### src/rtl/slot_reel_controller.sv
// Slot-machine game sequencer: takes the bet, stops the three reels one at a time,
// captures and scores the final digits and keeps the player's credit balance.
module slot_reel_controller #(
    parameter int CREDIT_W      = 8,
    parameter int START_CREDITS = 10,
    parameter int BET           = 1,
    parameter int PAY_PAIR      = 2,
    parameter int PAY_TRIPLE    = 10,
    parameter int AUTO_STOP     = 255
) (
    input  logic                i_clock,
    input  logic                i_reset,
    input  logic                i_start,
    input  logic                i_stop,
    input  logic [3:0]          i_reel0,
    input  logic [3:0]          i_reel1,
    input  logic [3:0]          i_reel2,
    output logic [2:0]          o_pause,
    output logic [11:0]         o_digits,
    output logic [1:0]          o_win,
    output logic                o_result_valid,
    output logic [CREDIT_W-1:0] o_credits,
    output logic                o_busy,
    output logic                o_no_credit
);

    localparam int                  TMR_W    = (AUTO_STOP > 1) ? $clog2(AUTO_STOP) : 1;
    localparam logic [TMR_W-1:0]    TMR_LAST = TMR_W'(AUTO_STOP - 1);
    localparam logic [CREDIT_W-1:0] BET_C    = CREDIT_W'(BET);
    localparam logic [CREDIT_W-1:0] START_C  = CREDIT_W'(START_CREDITS);

    typedef enum logic [2:0] {
        IDLE   = 3'd0,
        SPIN   = 3'd1,
        SETTLE = 3'd2,
        EVAL   = 3'd3,
        PAYOUT = 3'd4
    } state_t;

    state_t           state;
    logic [1:0]       idx;
    logic [TMR_W-1:0] timer;
    logic             stop_q;
    logic             stop_evt;

    function automatic logic [1:0] classify(input logic [11:0] digits);
        logic [3:0] d0;
        logic [3:0] d1;
        logic [3:0] d2;
        d0 = digits[3:0];
        d1 = digits[7:4];
        d2 = digits[11:8];
        if (d0 == d1 && d1 == d2)
            return 2'b10;
        else if (d0 == d1 || d1 == d2 || d0 == d2)
            return 2'b01;
        else
            return 2'b00;
    endfunction

    // The balance clamps at all-ones instead of wrapping on a large win.
    function automatic logic [CREDIT_W-1:0] sat_add(input logic [CREDIT_W-1:0] base,
                                                    input logic [1:0]          win);
        logic [CREDIT_W:0] pay;
        logic [CREDIT_W:0] sum;
        case (win)
            2'b10:   pay = (CREDIT_W+1)'(PAY_TRIPLE);
            2'b01:   pay = (CREDIT_W+1)'(PAY_PAIR);
            default: pay = '0;
        endcase
        sum = {1'b0, base} + pay;
        return sum[CREDIT_W] ? '1 : sum[CREDIT_W-1:0];
    endfunction

    // Registered rising-edge detect: a press costs one extra cycle but is glitch free.
    always_ff @(posedge i_clock or posedge i_reset) begin
        if (i_reset) begin
            stop_q   <= 1'b0;
            stop_evt <= 1'b0;
        end else begin
            stop_q   <= i_stop;
            stop_evt <= i_stop & ~stop_q;
        end
    end

    always_ff @(posedge i_clock or posedge i_reset) begin
        if (i_reset) begin
            state          <= IDLE;
            o_pause        <= 3'b111;
            o_digits       <= '0;
            o_win          <= 2'b00;
            o_result_valid <= 1'b0;
            o_credits      <= START_C;
            idx            <= 2'd0;
            timer          <= '0;
        end else begin
            o_result_valid <= 1'b0;
            case (state)
                IDLE: begin
                    o_pause <= 3'b111;
                    if (i_start && o_credits >= BET_C) begin
                        o_credits <= o_credits - BET_C;
                        o_win     <= 2'b00;
                        o_pause   <= 3'b000;
                        idx       <= 2'd0;
                        timer     <= '0;
                        state     <= SPIN;
                    end
                end
                SPIN: begin
                    if (stop_evt || timer == TMR_LAST) begin
                        o_pause[idx] <= 1'b1;
                        timer        <= '0;
                        state        <= SETTLE;
                    end else begin
                        timer <= timer + 1'b1;
                    end
                end
                // Stop edges seen here are dropped; the next reel needs a fresh press.
                SETTLE: begin
                    case (idx)
                        2'd0:    o_digits[3:0]  <= i_reel0;
                        2'd1:    o_digits[7:4]  <= i_reel1;
                        default: o_digits[11:8] <= i_reel2;
                    endcase
                    if (idx == 2'd2) begin
                        state <= EVAL;
                    end else begin
                        idx   <= idx + 2'd1;
                        state <= SPIN;
                    end
                end
                EVAL: begin
                    o_win <= classify(o_digits);
                    state <= PAYOUT;
                end
                PAYOUT: begin
                    o_credits      <= sat_add(o_credits, o_win);
                    o_result_valid <= 1'b1;
                    state          <= IDLE;
                end
                default: state <= IDLE;
            endcase
        end
    end

    assign o_busy      = (state != IDLE);
    assign o_no_credit = (state == IDLE) && (o_credits < BET_C);

endmodule

### config.mk
export PLATFORM = sky130hd
export DESIGN_NAME = slot_reel_controller
export DESIGN_NICKNAME = d
export VERILOG_FILES = /design/src/rtl/slot_reel_controller.sv
export SDC_FILE = /design/constraint.sdc
export NUM_CORES = 1
export LEC_CHECK = 0
export CORE_ASPECT_RATIO = 1.75
export CORE_MARGIN = 1
export CORE_UTILIZATION = 40
export CTS_BUF_LIST = sky130_fd_sc_hd__clkbuf_2
export DETAILED_ROUTE_END_ITERATION = 10
export HOLD_SLACK_MARGIN = 0.15
export PLACE_DENSITY_LB_ADDON = 0.1
export REMOVE_ABC_BUFFERS = 1
export SLEW_MARGIN = 20
export SYNTH_ARGS = -nofsm -noshare
export SYNTH_HDL_FRONTEND = slang
export SYNTH_SLANG_ARGS = --single-unit
export TNS_END_PERCENT = 50
### constraint.sdc
create_clock -name i_clock -period 2.1 [get_ports i_clock]
set_input_delay 0.21 -clock i_clock [delete_from_list [all_inputs] [get_ports i_clock]]
set_output_delay 0.21 -clock i_clock [all_outputs]
set_load 0.005 [all_outputs]
==> metrics, run 1 <==
outcome finished clean; Clock Sinks 41; non-filler instance count after layout 386; CP max FO 4; Synth Instances 241; leakage power 1.41 nW; CP cell instances inv_1 -> ha_1 -> inv_1 -> ha_1 -> ha_2 -> a21oi_1 -> buf_4 -> o21a_1 -> o31ai_1 -> o211ai_1; Synth top area share 36.6%; simple-gate share of the synthesized area 18.0%; routed len/inst 15.1 um; synthesis-to-layout area growth 31.0%; DRC viols 0; total track usage 20.6%; WP data required 2.42 ns; clock latency on the worst-skew pair 0.41 ns; CP arrival 2.32 ns; area of the multi-input gates 1350 sq um; Fin Setup TNS 0 ns; Netlist cell types 61; ys flop type dfrtp_1; commonest non-fill, non-tap cells in the layout clkdlybuf4s50_1 (41), dfrtp_1 (35), buf_4 (26); Worst Hold Class in -> async; DR vias 2087; cts-stage hold buffer count 0; Mapped Area 2460 sq um; Final #Nets 334; share of layout cells above drive strength 1 24.7%; dpl hpwl 4.44 mm; Buf/Inv on CP 3; Max Fclk 0.498 GHz; # fillers 585; worst-margin pin slew 0.504 ns; XOR/XNOR Fraction of Synth Area 4.98%; Clock Pin Slew Worst Setup and Hold Paths 0.22 ns; skew final 0.0236 ns; Post-DRT Antenna Nets 0; RSZ-0062 raised after global routing true; initial core utilization 41.5%; Max Cap Violations 0; final slew viol count 0; final worst slack 0.0934 ns; DR iter-0 viols 135; I/O pin total 44; largest net degree at the start of global routing 42; Worst setup SP type register; RePlAce Congestion 0.803; period utilisation layout 95.6%; vias in the first global route 2111; Die Span Y 106 um; CTS tree done; Post-synth EDFFs 0; H-tree Lvls 2; GR Overflow Total 0; CP Capture Type register; crit-path leading delay family compound AO/OA/AOI/OAI gates; setup violators final 0; most common cell after layout, fill and taps aside clkdlybuf4s50_1; DIE WIDTH 61.3 um; syn_area_per_cell 10.2 sq um; post-synthesis sequential area ratio 41.9%; dominant cell type by area after synthesis dfrtp_1; max_slew headroom 66.4%; slowest cell delay on critical path 0.43 ns; final hold violations 0; P per Cell Area 1280 nW/um^2; Design Power 4.13 mW; Synth area leaders dfrtp_1 (37%), mux2_2 (5.9%), ha_1 (5.6%); vias per std cell 5.41; Reg area 1030 sq um; global-route wire length before repair 9.97 mm; synth warn 0; core area 5930 sq um; largest family of logic cells by synthesized area simple AND/OR/NAND/NOR gates; initial antenna violation count 0; Pre-Repair DR Iteration Count 4; Rows 37; antenna cells 0; root buf cell clkbuf_2; slowest CP cell dfrtp_1; dpl cells 377; maximum VDD drop 0.668 mV; PortBufs 43; Synth Area in Adders 5.59%; Seq cells post-synth 41; pre-CTS setup slack -0.0347 ns; Crit Path Class reg -> reg; DIE AREA 6480 sq um; Period minus WS final 2.01 ns; mux contribution to synthesized area 5.95%; Clock Path Buffers 2; Routed WL 5.82 mm; TritonCTS Buffers 5; asr flop ratio synth 100%; post-synthesis compound-gate area fraction 17.9%
-- sequential cells by signal, summed over array words and instances, names as in the netlist, 2 cells and up --
| name | count |
|---|---|
| o_digits | 12 |
| o_credits | 8 |
| timer | 8 |
| o_pause | 3 |
| state | 3 |
| idx | 2 |
| o_win | 2 |
-- path summary, 6_finish.rpt --
path                            slack, ns  startpoint  cells after the start           end
worst min register to register       0.41      stop_q                      1      stop_evt
max in group asynchronous            1.53     i_reset                      3  o_credits[1]
worst max-delay path                 0.09    o_win[0]                     10  o_credits[5]
worst min-delay path                 0.18     i_reset                      3   o_digits[5]
worst max register to register       0.09    o_win[0]                     10  o_credits[5]
min in group i_clock                 0.24      i_stop                      1        stop_q
-- cells in the mapped netlist, types with 3 or more instances --
cell type  instances
a21o_1             3
a21oi_1            6
a221oi_1           3
a31oi_1            7
buf_6              5
clkbuf_1           3
dfrtp_1           36
dfstp_2            5
ha_1              11
inv_1             15
mux2_2            13
nand2_1            9
nand3_1           11
nand3b_1           3
nor2_1            15
nor3_1             6
nor3b_1            4
nor4_1             6
o211ai_1           3
o21ai_0            9
o31a_1             4
xor2_1            13
-- through the flow --
step	hold WS, ns	util [%]	area (sq um)
detailed placement	0.388	52.3	3100
floorplan	0.241	-	2380
global placement	0.388	52.3	3100
CTS	0.197	53.6	3180
global route	0.204	54.4	3220
finish	0.180	54.4	3220
-- final cells by class --
cell class	count	area share, %
multi-input combinational	174	41.7
clock inverter	2	1.05
sequential	41	32.1
clock buffer	6	0.932
tap	78	3.03
inverter	16	1.86
timing repair buffer	69	19.3
-- logic make-up after synthesis --
group	count (synthesis)
flip-flops	41
adder cells (fa/ha/maj)	11
XOR/XNOR	14
AO/OA/AOI/OAI	58
multiplexers	13
buffers and inverters	26
AND/OR/NAND/NOR	78
-- report_power, final --
| group | internal, mW | total [mW] | leakage, nW | switching (mW) |
|---|---|---|---|---|
| clock network | 0.203 | 0.466 | 0.0406 | 0.263 |
| logic | 1.23 | 2.22 | 0.874 | 0.993 |
| registers | 1.10 | 1.45 | 0.496 | 0.343 |
| total | 2.53 | 4.13 | 1.41 | 1.60 |
-- worst min-delay path: cells and delay by family --
family,cells,cell delay [ns]
buffers and inverters,3,0.87
-- repair_timing --
action                     in CTS  in global routing
pin swaps                       0                  1
cloned                          0                  0
setup endpoints to repair       1                 14
setup buffers                   0                  1
resized for setup               7                 12
-- metal layers --
layer / GRT usage, % / routed length, um / up-vias / part of all wire [%]
met4: 6.98 / 117 / 0 / 2.0
met5: 0 / 0 / - / 0
met1: 24.5 / 2270 / 1010 / 39
met3: 3.19 / 170 / 10 / 2.9
li1: - / - / 1021 / -
met2: 35.9 / 3260 / 46 / 56
(Power assumes the default switching activity.)
==> run 2, diff against run 1 <==
Settings changed: PLACE_DENSITY from default to 0.61, PLACE_DENSITY_LB_ADDON 0.1 to default.
==> run 2 against run 1 <==
Flip-flop and latch count unchanged. Clock skew up 0.0033 ns. Worst setup slack improved by 0.0040 ns. Power is 3.6% lower. Count of clock-buffer cells in the layout is 1 lower. Routed wire length shrank 0.29%. Hold slack gained 0.0042 ns. Sequential power about the same. Non-clock buffer count decreased by 2. Critical path type unchanged.
==> metrics, run 2 (synthesis results as in run 1) <==
global-route wire length before repair 9.32 mm (was 9.97 mm); initial antenna violation count 0 (unchanged); WP data required 2.45 ns (was 2.42 ns); core area 5930 sq um (unchanged); sw frac 39.9% (was 38.7%); design area 3180 sq um (was 3220 sq um); Max Cap Violations 0 (unchanged); H-tree Lvls 2 (unchanged); Sequential Power Share 36.6% (was 35.0%); largest register by flop count o_digits (unchanged); commonest non-fill, non-tap cells in the layout clkdlybuf4s50_1 (41), dfrtp_1 (35), buf_4 (24) (was clkdlybuf4s50_1 (41), dfrtp_1 (35), buf_4 (26)); Period minus WS final 2.00 ns (was 2.01 ns); CP cell instances inv_1 -> ha_2 -> or3b_4 -> buf_4 -> o31a_1 -> a21o_1 -> a221oi_2 (was inv_1 -> ha_1 -> inv_1 -> ha_1 -> ha_2 -> a21oi_1 -> buf_4 -> o21a_1 -> o31ai_1 -> o211ai_1); final slew viol count 0 (unchanged); outcome finished clean (unchanged); DIE AREA 6480 sq um (unchanged); maximum VDD drop 0.588 mV (was 0.668 mV); GR Overflow Total 0 (unchanged); NetSw 1.59 mW (was 1.60 mW); Final #Nets 332 (was 334); R2R Setup Slk 0.1 ns (was 0.09 ns); GRT busiest layer met2 (unchanged); PortBufs 43 (unchanged); Die Span Y 106 um (unchanged); Placed Instance Area 3080 sq um (was 3100 sq um); most common cell after layout, fill and taps aside clkdlybuf4s50_1 (unchanged); vias in the first global route 2058 (was 2111); met3 Usage GRT 4.29% (was 3.19%); largest net degree at the start of global routing 42 (unchanged); Rows 37 (unchanged); cts-stage hold buffer count 0 (unchanged); Post-DRT Antenna Nets 0 (unchanged); Clock Pin Slew Worst Setup and Hold Paths 0.22 ns (about the same); total track usage 19.7% (was 20.6%); routed len/inst 15.1 um (about the same); skew final 0.0269 ns (was 0.0236 ns); setup violators final 0 (unchanged); CP Capture Type register (unchanged); Clock Path Buffers 2 (unchanged); CP arrival 2.35 ns (was 2.32 ns); initial core utilization 41.5% (unchanged); biggest regs o_digits: 12 flops, o_credits: 8 flops, timer: 8 flops (unchanged); share of layout cells above drive strength 1 23.5% (was 24.7%); Worst setup SP type register (unchanged); slowest cell delay on critical path 0.41 ns (was 0.43 ns); Worst Hold Class in -> async (unchanged); DRC viols 0 (unchanged); CP max FO 4 (unchanged); dpl hpwl 4.39 mm (was 4.44 mm); P per Cell Area 1250 nW/um^2 (was 1280 nW/um^2); Pre-Repair DR Iteration Count 4 (unchanged); RR Startpoint o_credits[1] (was o_win[0]); met1 track demand over resource 21.2% (was 24.5%); leakage power 1.38 nW (was 1.41 nW); synthesis-to-layout area growth 29.1% (was 31.0%); clock share of power 8.5% (was 11.3%); Max Fclk 0.499 GHz (was 0.498 GHz); RSZ-0062 raised after global routing true (unchanged); internal power 2.39 mW (was 2.53 mW); DIE WIDTH 61.3 um (unchanged); TritonCTS Buffers 5 (unchanged); I/O pin total 44 (unchanged); RePlAce Congestion 0.807 (was 0.803); Fin Setup TNS 0 ns (unchanged); period utilisation layout 95.4% (was 95.6%); DR vias 2100 (was 2087); DR iter-0 viols 88 (was 135); Crit Path Class reg -> reg (unchanged); CTS tree done (unchanged); Routed WL 5.80 mm (was 5.82 mm); final hold violations 0 (unchanged); max FFs per register 12 (unchanged); worst-margin pin slew 0.589 ns (was 0.504 ns); R2R depth 7 (was 10); clock latency on the worst-skew pair 0.42 ns (was 0.41 ns); combinational power share 55.0% (was 53.7%); root buf cell clkbuf_2 (unchanged); max_slew headroom 60.3% (was 66.4%); antenna cells 0 (unchanged); capture point of the worst reg-to-reg path o_pause[2] (was o_credits[5]); Layout Utilization 53.6% (was 54.4%); vias per std cell 5.47 (was 5.41); GRT met2 Usage 34.2% (was 35.9%); Clock Sinks 41 (unchanged); slowest CP cell dfstp_2 (was dfrtp_1)
-- run 2: worst max-delay path by stage --
stage                 start           end  slack, ns  cells past startpoint
6_report       o_credits[1]    o_pause[2]        0.1                      7
5_1_grt        o_credits[1]  o_credits[7]     -0.008                      6
4_1_cts        o_credits[1]  o_credits[7]      0.007                      6
3_5_place_dp        i_start  o_credits[7]      -0.14                      6
3_3_place_gp        i_start  o_credits[7]      -0.12                      6
2_1_floorplan      state[1]      timer[6]       0.09                      4
-- run 2: final cells by class --
type | count | area (sq um)
Clock buffer | 5 | 25.0
Clock inverter | 3 | 12.5
Fill cell | 599 | 2750
Inverter | 16 | 60.1
Multi-Input combinational cell | 174 | 1340
Sequential cell | 41 | 1030
Tap cell | 78 | 97.6
Timing Repair Buffer | 67 | 608
-- run 2: through the flow --
stage	hold slack (ns)	instances	total power, mW	setup slack [ns]
after floorplan	0.241	231	2.58	0.0885
after global placement	0.382	375	3.56	-0.115
after detailed placement	0.398	375	3.59	-0.140
after CTS	0.161	384	3.99	0.00685
after global routing	0.199	384	4.30	-0.00827
final	0.185	384	3.98	0.0974
-- run 2: power by group through the flow --
stage,combinational [mW],sequential [mW],clock (mW)
after floorplan,1.10,1.48,0
after global placement,2.08,1.48,0
after detailed placement,2.11,1.48,0
after CTS,2.17,1.46,0.359
after global routing,2.43,1.50,0.378
final,2.19,1.46,0.337
-- run 2: layer usage --
metal	wire length [um]	part of all wire [%]	up-vias
met5	0	0	-
met4	189	3.3	0
met3	194	3.3	11
met2	3150	54	50
met1	2270	39	1023
li1	-	-	1016
-- run 2: what timing repair did --
item                       CTS  global route
setup buffers                1             0
pin swaps                    1             0
gates resized for setup     10             8
setup endpoints to repair    6             7
gates cloned                 0             0
-- run 2: critical path: cells and delay by family (launching register included) --
family                     cells  cell delay, ns
adders and majority gates      1            0.19
buffers and inverters          2            0.24
and+or+nand+nor                1            0.38
AOI/OAI and AO/OA              3            0.70
DFF                            1            0.41
==> run 3, diff against run 2 <==
Settings changed: ABC_CLOCK_PERIOD_IN_PS from default to 2100, PLACE_DENSITY 0.61 to default, PLACE_DENSITY_LB_ADDON from default to 0.3.
==> run 3 against run 2 <==
Clock skew rose by 0.016 ns. Critical path type unchanged. Global-route usage down 0.28 points. Fmax shrank 0.64%. Worst setup slack worse by 0.013 ns.
==> metrics, run 3 (synthesis results as in run 1) <==
final slew viol count 0 (unchanged); largest net degree at the start of global routing 42 (unchanged); RePlAce Congestion 0.802 (was 0.807); leakage power 1.39 nW (was 1.38 nW); TritonCTS Buffers 5 (unchanged); PortBufs 43 (unchanged); H-tree Lvls 2 (unchanged); Fin Setup TNS 0 ns (unchanged); core area 5930 sq um (unchanged); max FFs per register 12 (unchanged); CP Capture Type register (unchanged); DIE WIDTH 61.3 um (unchanged); root buf cell clkbuf_2 (unchanged); skew final 0.0426 ns (was 0.0269 ns); Rows 37 (unchanged); CP max FO 4 (unchanged); setup violators final 0 (unchanged); DRC viols 0 (unchanged); final hold violations 0 (unchanged); Layout Utilization 53.7% (was 53.6%); Clock Pin Slew Worst Setup and Hold Paths 0.24 ns (was 0.22 ns); commonest non-fill, non-tap cells in the layout clkdlybuf4s50_1 (41), dfrtp_1 (35), buf_4 (25) (was clkdlybuf4s50_1 (41), dfrtp_1 (35), buf_4 (24)); I/O pin total 44 (unchanged); dpl cells 372 (was 375); share of layout cells above drive strength 1 23.8% (was 23.5%); DR iter-0 viols 82 (was 88); DIE AREA 6480 sq um (unchanged); Post-DRT Antenna Nets 0 (unchanged); Placed Instance Area 3060 sq um (was 3080 sq um); CTS tree done (unchanged); global-route wire length before repair 9.40 mm (was 9.32 mm); synthesis-to-layout area growth 29.2% (was 29.1%); cts-stage hold buffer count 0 (unchanged); # fillers 586 (was 599); Final #Nets 333 (was 332); Clock Sinks 41 (unchanged); GR Overflow Total 0 (unchanged); total track usage 19.4% (was 19.7%); clock latency on the worst-skew pair 0.42 ns (about the same); biggest regs o_digits: 12 flops, o_credits: 8 flops, timer: 8 flops (unchanged); initial core utilization 41.5% (unchanged); Routed WL 5.64 mm (was 5.80 mm); R2R Setup Slk 0.08 ns (was 0.1 ns); Crit Path Class reg -> reg (unchanged); non-filler instance count after layout 385 (was 384); max_slew headroom 55.7% (was 60.3%); P per Cell Area 1250 nW/um^2 (about the same); design area 3180 sq um (about the same); period utilisation layout 96.0% (was 95.4%); Worst setup SP type register (unchanged); WP data required 2.42 ns (was 2.45 ns); CP arrival 2.33 ns (was 2.35 ns); Design Power 3.97 mW (was 3.98 mW); outcome finished clean (unchanged); largest register by flop count o_digits (unchanged); Pre-Repair DR Iteration Count 4 (unchanged); vias in the first global route 2078 (was 2058); Max Fclk 0.496 GHz (was 0.499 GHz); worst-margin pin slew 0.658 ns (was 0.589 ns); Die Span Y 106 um (unchanged); dpl hpwl 4.29 mm (was 4.39 mm); DR vias 2097 (was 2100); Period minus WS final 2.02 ns (was 2.00 ns); RSZ-0062 raised after global routing true (unchanged); Clock Path Buffers 2 (unchanged); most common cell after layout, fill and taps aside clkdlybuf4s50_1 (unchanged); maximum VDD drop 0.775 mV (was 0.588 mV); routed len/inst 14.6 um (was 15.1 um); antenna cells 0 (unchanged); initial antenna violation count 0 (unchanged); Worst Hold Class in -> async (unchanged); vias per std cell 5.45 (was 5.47); Max Cap Violations 0 (unchanged)
[run 3: path summary, 6_finish.rpt]
check,from,endpoint,cells past startpoint
setup / recovery,o_credits[1],o_pause[2],7
hold / removal,i_reset,state[1],3
setup reg to reg,o_credits[1],o_pause[2],7
hold reg to reg,stop_q,stop_evt,1
max in group asynchronous,i_reset,o_pause[2],3
min in group i_clock,i_stop,stop_q,1
[run 3: metrics by stage]
stage	hold WS [ns]	setup WS (ns)
detailed placement	0.388	-0.0249
global route	0.231	-0.0294
global placement	0.383	0.0696
finish	0.174	0.0845
floorplan	0.241	0.0885
CTS	0.187	0.0139
[run 3: critical path, stage by stage (launching register included)]
cell and delay, ns:
dfstp_2 0.43, inv_1 0.08, ha_1 0.16, or3b_4 0.39
buf_4 0.16, o31a_1 0.25, a21o_1 0.21, a221oi_2 0.23
[run 3: final cells by class]
cell class	count	area [sq um]	share of cell area, %
multi-input cells	174	1330	41.9
flip-flops and latches	41	1030	32.5
repair buffers	68	616	19.4
well taps	78	97.6	3.07
inverters	16	60.1	1.89
clock buffers	6	30.0	0.945
clock inverters	2	10.0	0.315
[run 3: timing repair]
action                     CTS  global route
resized for setup            8             6
setup endpoints to repair    3            14
pin swaps                    1             0
buffers inserted             0             5
[run 3: where the power goes]
part / leakage [nW] / total, mW / internal, mW / switching (mW)
clock: 0.0327 / 0.343 / 0.0836 / 0.260
sequential: 0.496 / 1.45 / 1.10 / 0.351
combinational: 0.863 / 2.17 / 1.22 / 0.954
[run 3: per-layer routing]
metal / track usage (%) / routed length, um
met1: 21.0 / 2190
met2: 33.6 / 3110
met3: 3.56 / 193
met4: 10.6 / 144
met5: 0 / 0
==> patch 1: new RTL, settings of run 2 <==
Set the parameter `CREDIT_W` to 10 (it was 8).
--- a/src/rtl/slot_reel_controller.sv
+++ b/src/rtl/slot_reel_controller.sv
@@ -1,7 +1,7 @@
 // Slot-machine game sequencer: takes the bet, stops the three reels one at a time,
 // captures and scores the final digits and keeps the player's credit balance.
 module slot_reel_controller #(
-    parameter int CREDIT_W      = 8,
+    parameter int CREDIT_W      = 10,
     parameter int START_CREDITS = 10,
     parameter int BET           = 1,
     parameter int PAY_PAIR      = 2,
Ports: changed (resized o_credits); port bits go from 44 to 46. The function was not compared with the original's and may differ.
==> patch 1 against run 2 <==
  * Clock skew shrank 0.021 ns
  * Sequential share of layout area decreased by 0.098 points
  * Power rose by 9.4%
  * Design area is 5.0% higher
  * Setup slack got worse by 0.032 ns
  * Global-route usage up 2.3 points
  * Synthesized area is 1.0% lower
  * Sequential cell count grew 2
  * Wire length is 8.0% higher
  * Clock power increased by 78%
  * Critical endpoint is now o_credits[9]
  * Largest power group unchanged
==> patch 1: results (changes against run 2) <==
Clocking
  – CTS root buffer: clkbuf_2 (unchanged)
  – CTS buffer count: 5 (unchanged)
  – H-tree levels: 2 (unchanged)
  – CTS max path bufs: 2 (unchanged)
  – Worst-path clk slew: 0.22 ns (about the same)
  – Worst-Skew Late Latency: 0.40 ns (was 0.42 ns)

Global route
  – Maximum number of pins on one net before global-route repair: 44 (was 42)
  – First-pass GRT wire length: 10440 µm (was 9321 µm)
  – Met1 usage: 21.97% (was 21.16%)
  – Antenna violations before repair: 0 (unchanged)
  – GR met3 Demand/Resource: 3.804% (was 4.294%)
  – Total GRT Usage: 22.01% (was 19.68%)
  – Met2 Use GR: 40.97% (was 34.16%)
  – Vias in the first global route: 2268 (was 2058)

Final layout
  – Largest registers: o_digits (12), o_credits (10), timer (8) (was o_digits (12), o_credits (8), timer (8))
  – Antenna diode count: 0 (unchanged)
  – Non-Filler Instances: 405 (was 384)
  – Layout cell share with drive strength beyond 1: 23.85% (was 23.53%)
  – # nets final: 353 (was 332)

Worst hold path
  – Hold Path Class: in -> async (unchanged)

Logic synthesis
  – Sequential area share after synthesis: 44.43% (was 41.94%)
  – Primary FF master, synth: dfrtp_1 (unchanged)
  – Yosys cell types: 49 (was 61)
  – Synth cell count leaders: dfrtp_1 (38), nand2_1 (25), inv_1 (17) (was dfrtp_1 (36), inv_1 (15), nor2_1 (15))
  – Mean Syn Cell Area: 9.783 µm² (was 10.21 µm²)
  – Most area-consuming cells after synthesis: dfrtp_1 (39%), mux2_2 (6.9%), ha_1 (5.6%) (was dfrtp_1 (37%), mux2_2 (5.9%), ha_1 (5.6%))
  – Yosys warns: 0 (unchanged)
  – Post-synth ARST share: 100.0% (unchanged)

STA
  – Worst slew margin: 63.29% (was 60.34%)
  – Hold slack: 0.2009 ns (was 0.1845 ns)
  – Hold Vio Cnt, Final: 0 (unchanged)
  – Layout Skew: 0.005854 ns (was 0.02694 ns)
  – Final cycle utilization of the critical path: 96.89% (was 95.36%)

Worst setup path
  – Crit-path slowest cell: dfrtp_1 (was dfstp_2)
  – Register-to-Register Path Depth: 10 (was 7)
  – Slowest Stage Delay on Critical Path: ~0.40 ns
  – Worst EP arrival: 2.35 ns (about the same)
  – Worst-path fanout max: 2 (was 4)

Status
  – Status: finished, final reports clean (unchanged)

Power and ir drop
  – Worst VDD drop: 0.0007301 V (was 0.0005880 V)
  – Leakage: 1.485 nW (was 1.382 nW)

Placement
  – Final Wtd Congestion: 0.8601 (was 0.8068)
  – Dpl ws: 0.01445 ns (was -0.1397 ns)
  – Port Buffer Count: 45 (was 43)
  – DP Cell Count: 392 (was 375)
  – HPWL Detailed: 4592 µm (was 4385 µm)

Drt
  – Initial DRC Count: 154 (was 88)
  – Pre-antenna DRT Iters: 4 (unchanged)
  – Vias: 2143 (was 2100)
  – Post-Route WL: 6263 µm (was 5800 µm)
[patch 1: cell types whose count changed after synthesis, sizes merged, moves of 4 or more]
cell	before	now
nand2	9	25
o31a	4	0
o21ai	10	15
a21oi	6	13
a31oi	8	2
nor3	6	10
[patch 1: path summary, 6_finish.rpt]
path | start | to
worst max-delay path | o_win[0] | o_credits[9]
worst min register to register | stop_q | stop_evt
worst max register to register | o_win[0] | o_credits[9]
min in group i_clock | i_stop | stop_q
worst min-delay path | i_reset | o_win[0]
max in group asynchronous | i_reset | o_pause[2]
[patch 1: logic make-up (layout without fill, tap and decap cells)]
family | after synthesis | after routing | share of synthesized area [%]
flops | 43 | 43 | 44.43
simple gates | 84 | 84 | 18.13
fa+ha+maj | 11 | 11 | 5.650
xor+xnor | 15 | 15 | 5.393
buf+inv | 26 | 104 | 4.622
mux | 18 | 18 | 8.166
compound gates | 52 | 52 | 13.61
[patch 1: power by group]
| part | total [mW] | leakage (nW) | switching, mW | internal, mW |
|---|---|---|---|---|
| clock | 0.600 | 0.0532 | 0.275 | 0.326 |
| sequential | 1.49 | 0.529 | 0.340 | 1.15 |
| combinational | 2.27 | 0.902 | 1.04 | 1.23 |
| total | 4.36 | 1.48 | 1.65 | 2.70 |
[patch 1: final cells by class]
cell class                      count  area (µm²)
Multi-Input combinational cell    180        1308
Fill cell                         555        2541
Timing Repair Buffer               78       693.2
Tap cell                           78       97.59
Clock inverter                      2       60.06
Inverter                           18       67.56
Clock buffer                        6       30.03
Sequential cell                    43        1082
[patch 1: repair_timing]
action	CTS	global route
pin swaps	6	2
buffers inserted	3	2
endpoints found under the setup margin	3	9
gates resized for setup	6	9
[patch 1: metal layers]
layer / vias up / wire (µm)
li1: 1034 / -
met1: 1042 / 2241
met2: 54 / 3656
met3: 13 / 189
met4: 0 / 176
met5: - / 0
[patch 1: critical path, delay by kind of cell, from the launching register on]
kind / cells / cell delay, ns
AOI/OAI and AO/OA: 2 / 0.30
adders and majority gates: 3 / 0.70
DFF: 1 / 0.40
and+or+nand+nor: 2 / 0.34
muxes: 1 / 0.10
buffers and inverters: 2 / 0.11
[patch 1: stage by stage]
stage | util, % | area, µm²
final | 56.78 | 3338
after global routing | 56.78 | 3338
after CTS | 55.95 | 3289
after detailed placement | 53.56 | 3149
after global placement | 53.56 | 3149
after floorplan | - | 2391
==> patch 2: new RTL, config.mk and constraints of run 2 <==
Made on the original files. Re-encode `state_t` (5 states) as one-hot, 5 bits wide.
--- a/src/rtl/slot_reel_controller.sv
+++ b/src/rtl/slot_reel_controller.sv
@@ -29,12 +29,12 @@
     localparam logic [CREDIT_W-1:0] BET_C    = CREDIT_W'(BET);
     localparam logic [CREDIT_W-1:0] START_C  = CREDIT_W'(START_CREDITS);
 
-    typedef enum logic [2:0] {
-        IDLE   = 3'd0,
-        SPIN   = 3'd1,
-        SETTLE = 3'd2,
-        EVAL   = 3'd3,
-        PAYOUT = 3'd4
+    typedef enum logic [4:0] {
+        IDLE   = 5'b00001,
+        SPIN   = 5'b00010,
+        SETTLE = 5'b00100,
+        EVAL   = 5'b01000,
+        PAYOUT = 5'b10000
     } state_t;
 
     state_t           state;
Function: no difference found for any inputs over 10 cycles, from zero or initial values and one cycle with i_reset high; not proved beyond that.
==> patch 2 against run 2 <==
  * Wire length grew 1.0%
  * Power shrank 18%
  * Sequential cell count increased by 2
  * Setup slack gained 0.027 ns
  * Highest routed layer unchanged
  * Clock power is 42% higher
  * Sequential share of layout area up 2.0 points
  * Design area is 1.1% lower
  * Synthesized area is 2.6% lower
  * Critical endpoint is now o_no_credit
==> patch 2: results (changes against run 2) <==
Worst setup path
  – Cell family with most CP delay: flip-flops (was compound AO/OA/AOI/OAI gates)
  – Reg-to-Reg Start: o_credits[3] (was o_credits[1])
  – R2r endpoint: o_credits[5] (was o_pause[2])
  – Register-to-Register Path Depth: 6 (was 7)

Logic synthesis
  – Sequential area share after synthesis: 45.22% (was 41.94%)
  – Synth cell count leaders: dfrtp_1 (37), nor2_1 (17), inv_1 (14), nand2_1 (14), xor2_1 (14) (was dfrtp_1 (36), inv_1 (15), nor2_1 (15))
  – Yosys cell types: 56 (was 61)
  – Most area-consuming cells after synthesis: dfrtp_1 (39%), dfstp_2 (6.6%), mux2_2 (6.1%) (was dfrtp_1 (37%), mux2_2 (5.9%), ha_1 (5.6%))

Final layout
  – Fill cells: 565 (was 599)
  – Layout cell share with drive strength beyond 1: 21.16% (was 23.53%)

Placement
  – Final Wtd Congestion: 0.8245 (was 0.8068)
  – Placed cell areas: 2993 µm² (was 3084 µm²)
  – HPWL Detailed: 4432 µm (was 4385 µm)

Drt
  – Vias: 1976 (was 2100)
  – Avg WL per Cell: 15.79 µm (was 15.10 µm)
  – Length of routed met3 wiring: 137 µm (was 194 µm)

Power and ir drop
  – Worst VDD drop: 0.0005156 V (was 0.0005880 V)
  – Leakage: 1.330 nW (was 1.382 nW)

Global route
  – Vias in the first global route: 2070 (was 2058)
  – Met1 usage: 23.53% (was 21.16%)
  – GR met3 Demand/Resource: 3.358% (was 4.294%)
  – Met2 Use GR: 37.13% (was 34.16%)

Worst hold path
  – Hold Path Class: in -> reg (was in -> async)

Status
  – Status: finished, final reports clean (unchanged)

STA
  – Hold slack: 0.2189 ns (was 0.1845 ns)
  – Worst slew margin: 59.02% (was 60.34%)
  – Fin crit period: 1.976 ns (was 2.003 ns)
  – Layout Skew: 0.02393 ns (was 0.02694 ns)
## patch 2: cells by family after synthesis
| family | count (synthesis) | synth area share [%] |
|---|---|---|
| xor gates and xnor gates | 17 | 6.214 |
| muxes | 14 | 6.527 |
| adders and majority gates | 11 | 5.744 |
| AOI/OAI and AO/OA | 46 | 14.21 |
| DFF | 43 | 45.22 |
| buffers and inverters | 19 | 3.603 |
| and+or+nand+nor | 78 | 18.49 |
## patch 2: power groups by stage
stage	combinational, mW	clock [mW]	sequential [mW]
2_1_floorplan	0.695	0	1.33
3_3_place_gp	1.35	0	1.32
3_5_place_dp	1.37	0	1.32
4_1_cts	1.47	0.494	1.31
5_1_grt	1.66	0.520	1.34
6_report	1.49	0.477	1.31
## patch 2: timing repair
action	4_1_cts	5_1_grt
hold buffers	1	0
cloned	0	0
hold endpoints to repair	13	0
pin swaps	1	0
setup buffers	4	1
resized for setup	4	6
setup endpoints to repair	2	5
## patch 2: cell type report
type | instances | area [µm²] | area share, %
repair buffers | 60 | 575.6 | 18.31
well taps | 78 | 97.59 | 3.105
clock buffers | 5 | 25.02 | 0.7962
clock inverters | 3 | 38.79 | 1.234
flip-flops and latches | 43 | 1084 | 34.47
inverters | 16 | 60.06 | 1.911
multi-input cells | 166 | 1262 | 40.17
## patch 2: metrics by stage
stage	power, mW	cells	utilization (%)	worst slack, ns	setup TNS, ns
floorplan	2.020	225	-	0.2116	0
global placement	2.677	357	51.31	0.1393	0
detailed placement	2.694	357	51.31	0.09608	0
CTS	3.274	370	53.30	-0.06119	-0.06119
global route	3.522	371	53.88	0.005953	0
finish	3.280	371	53.88	0.1242	0
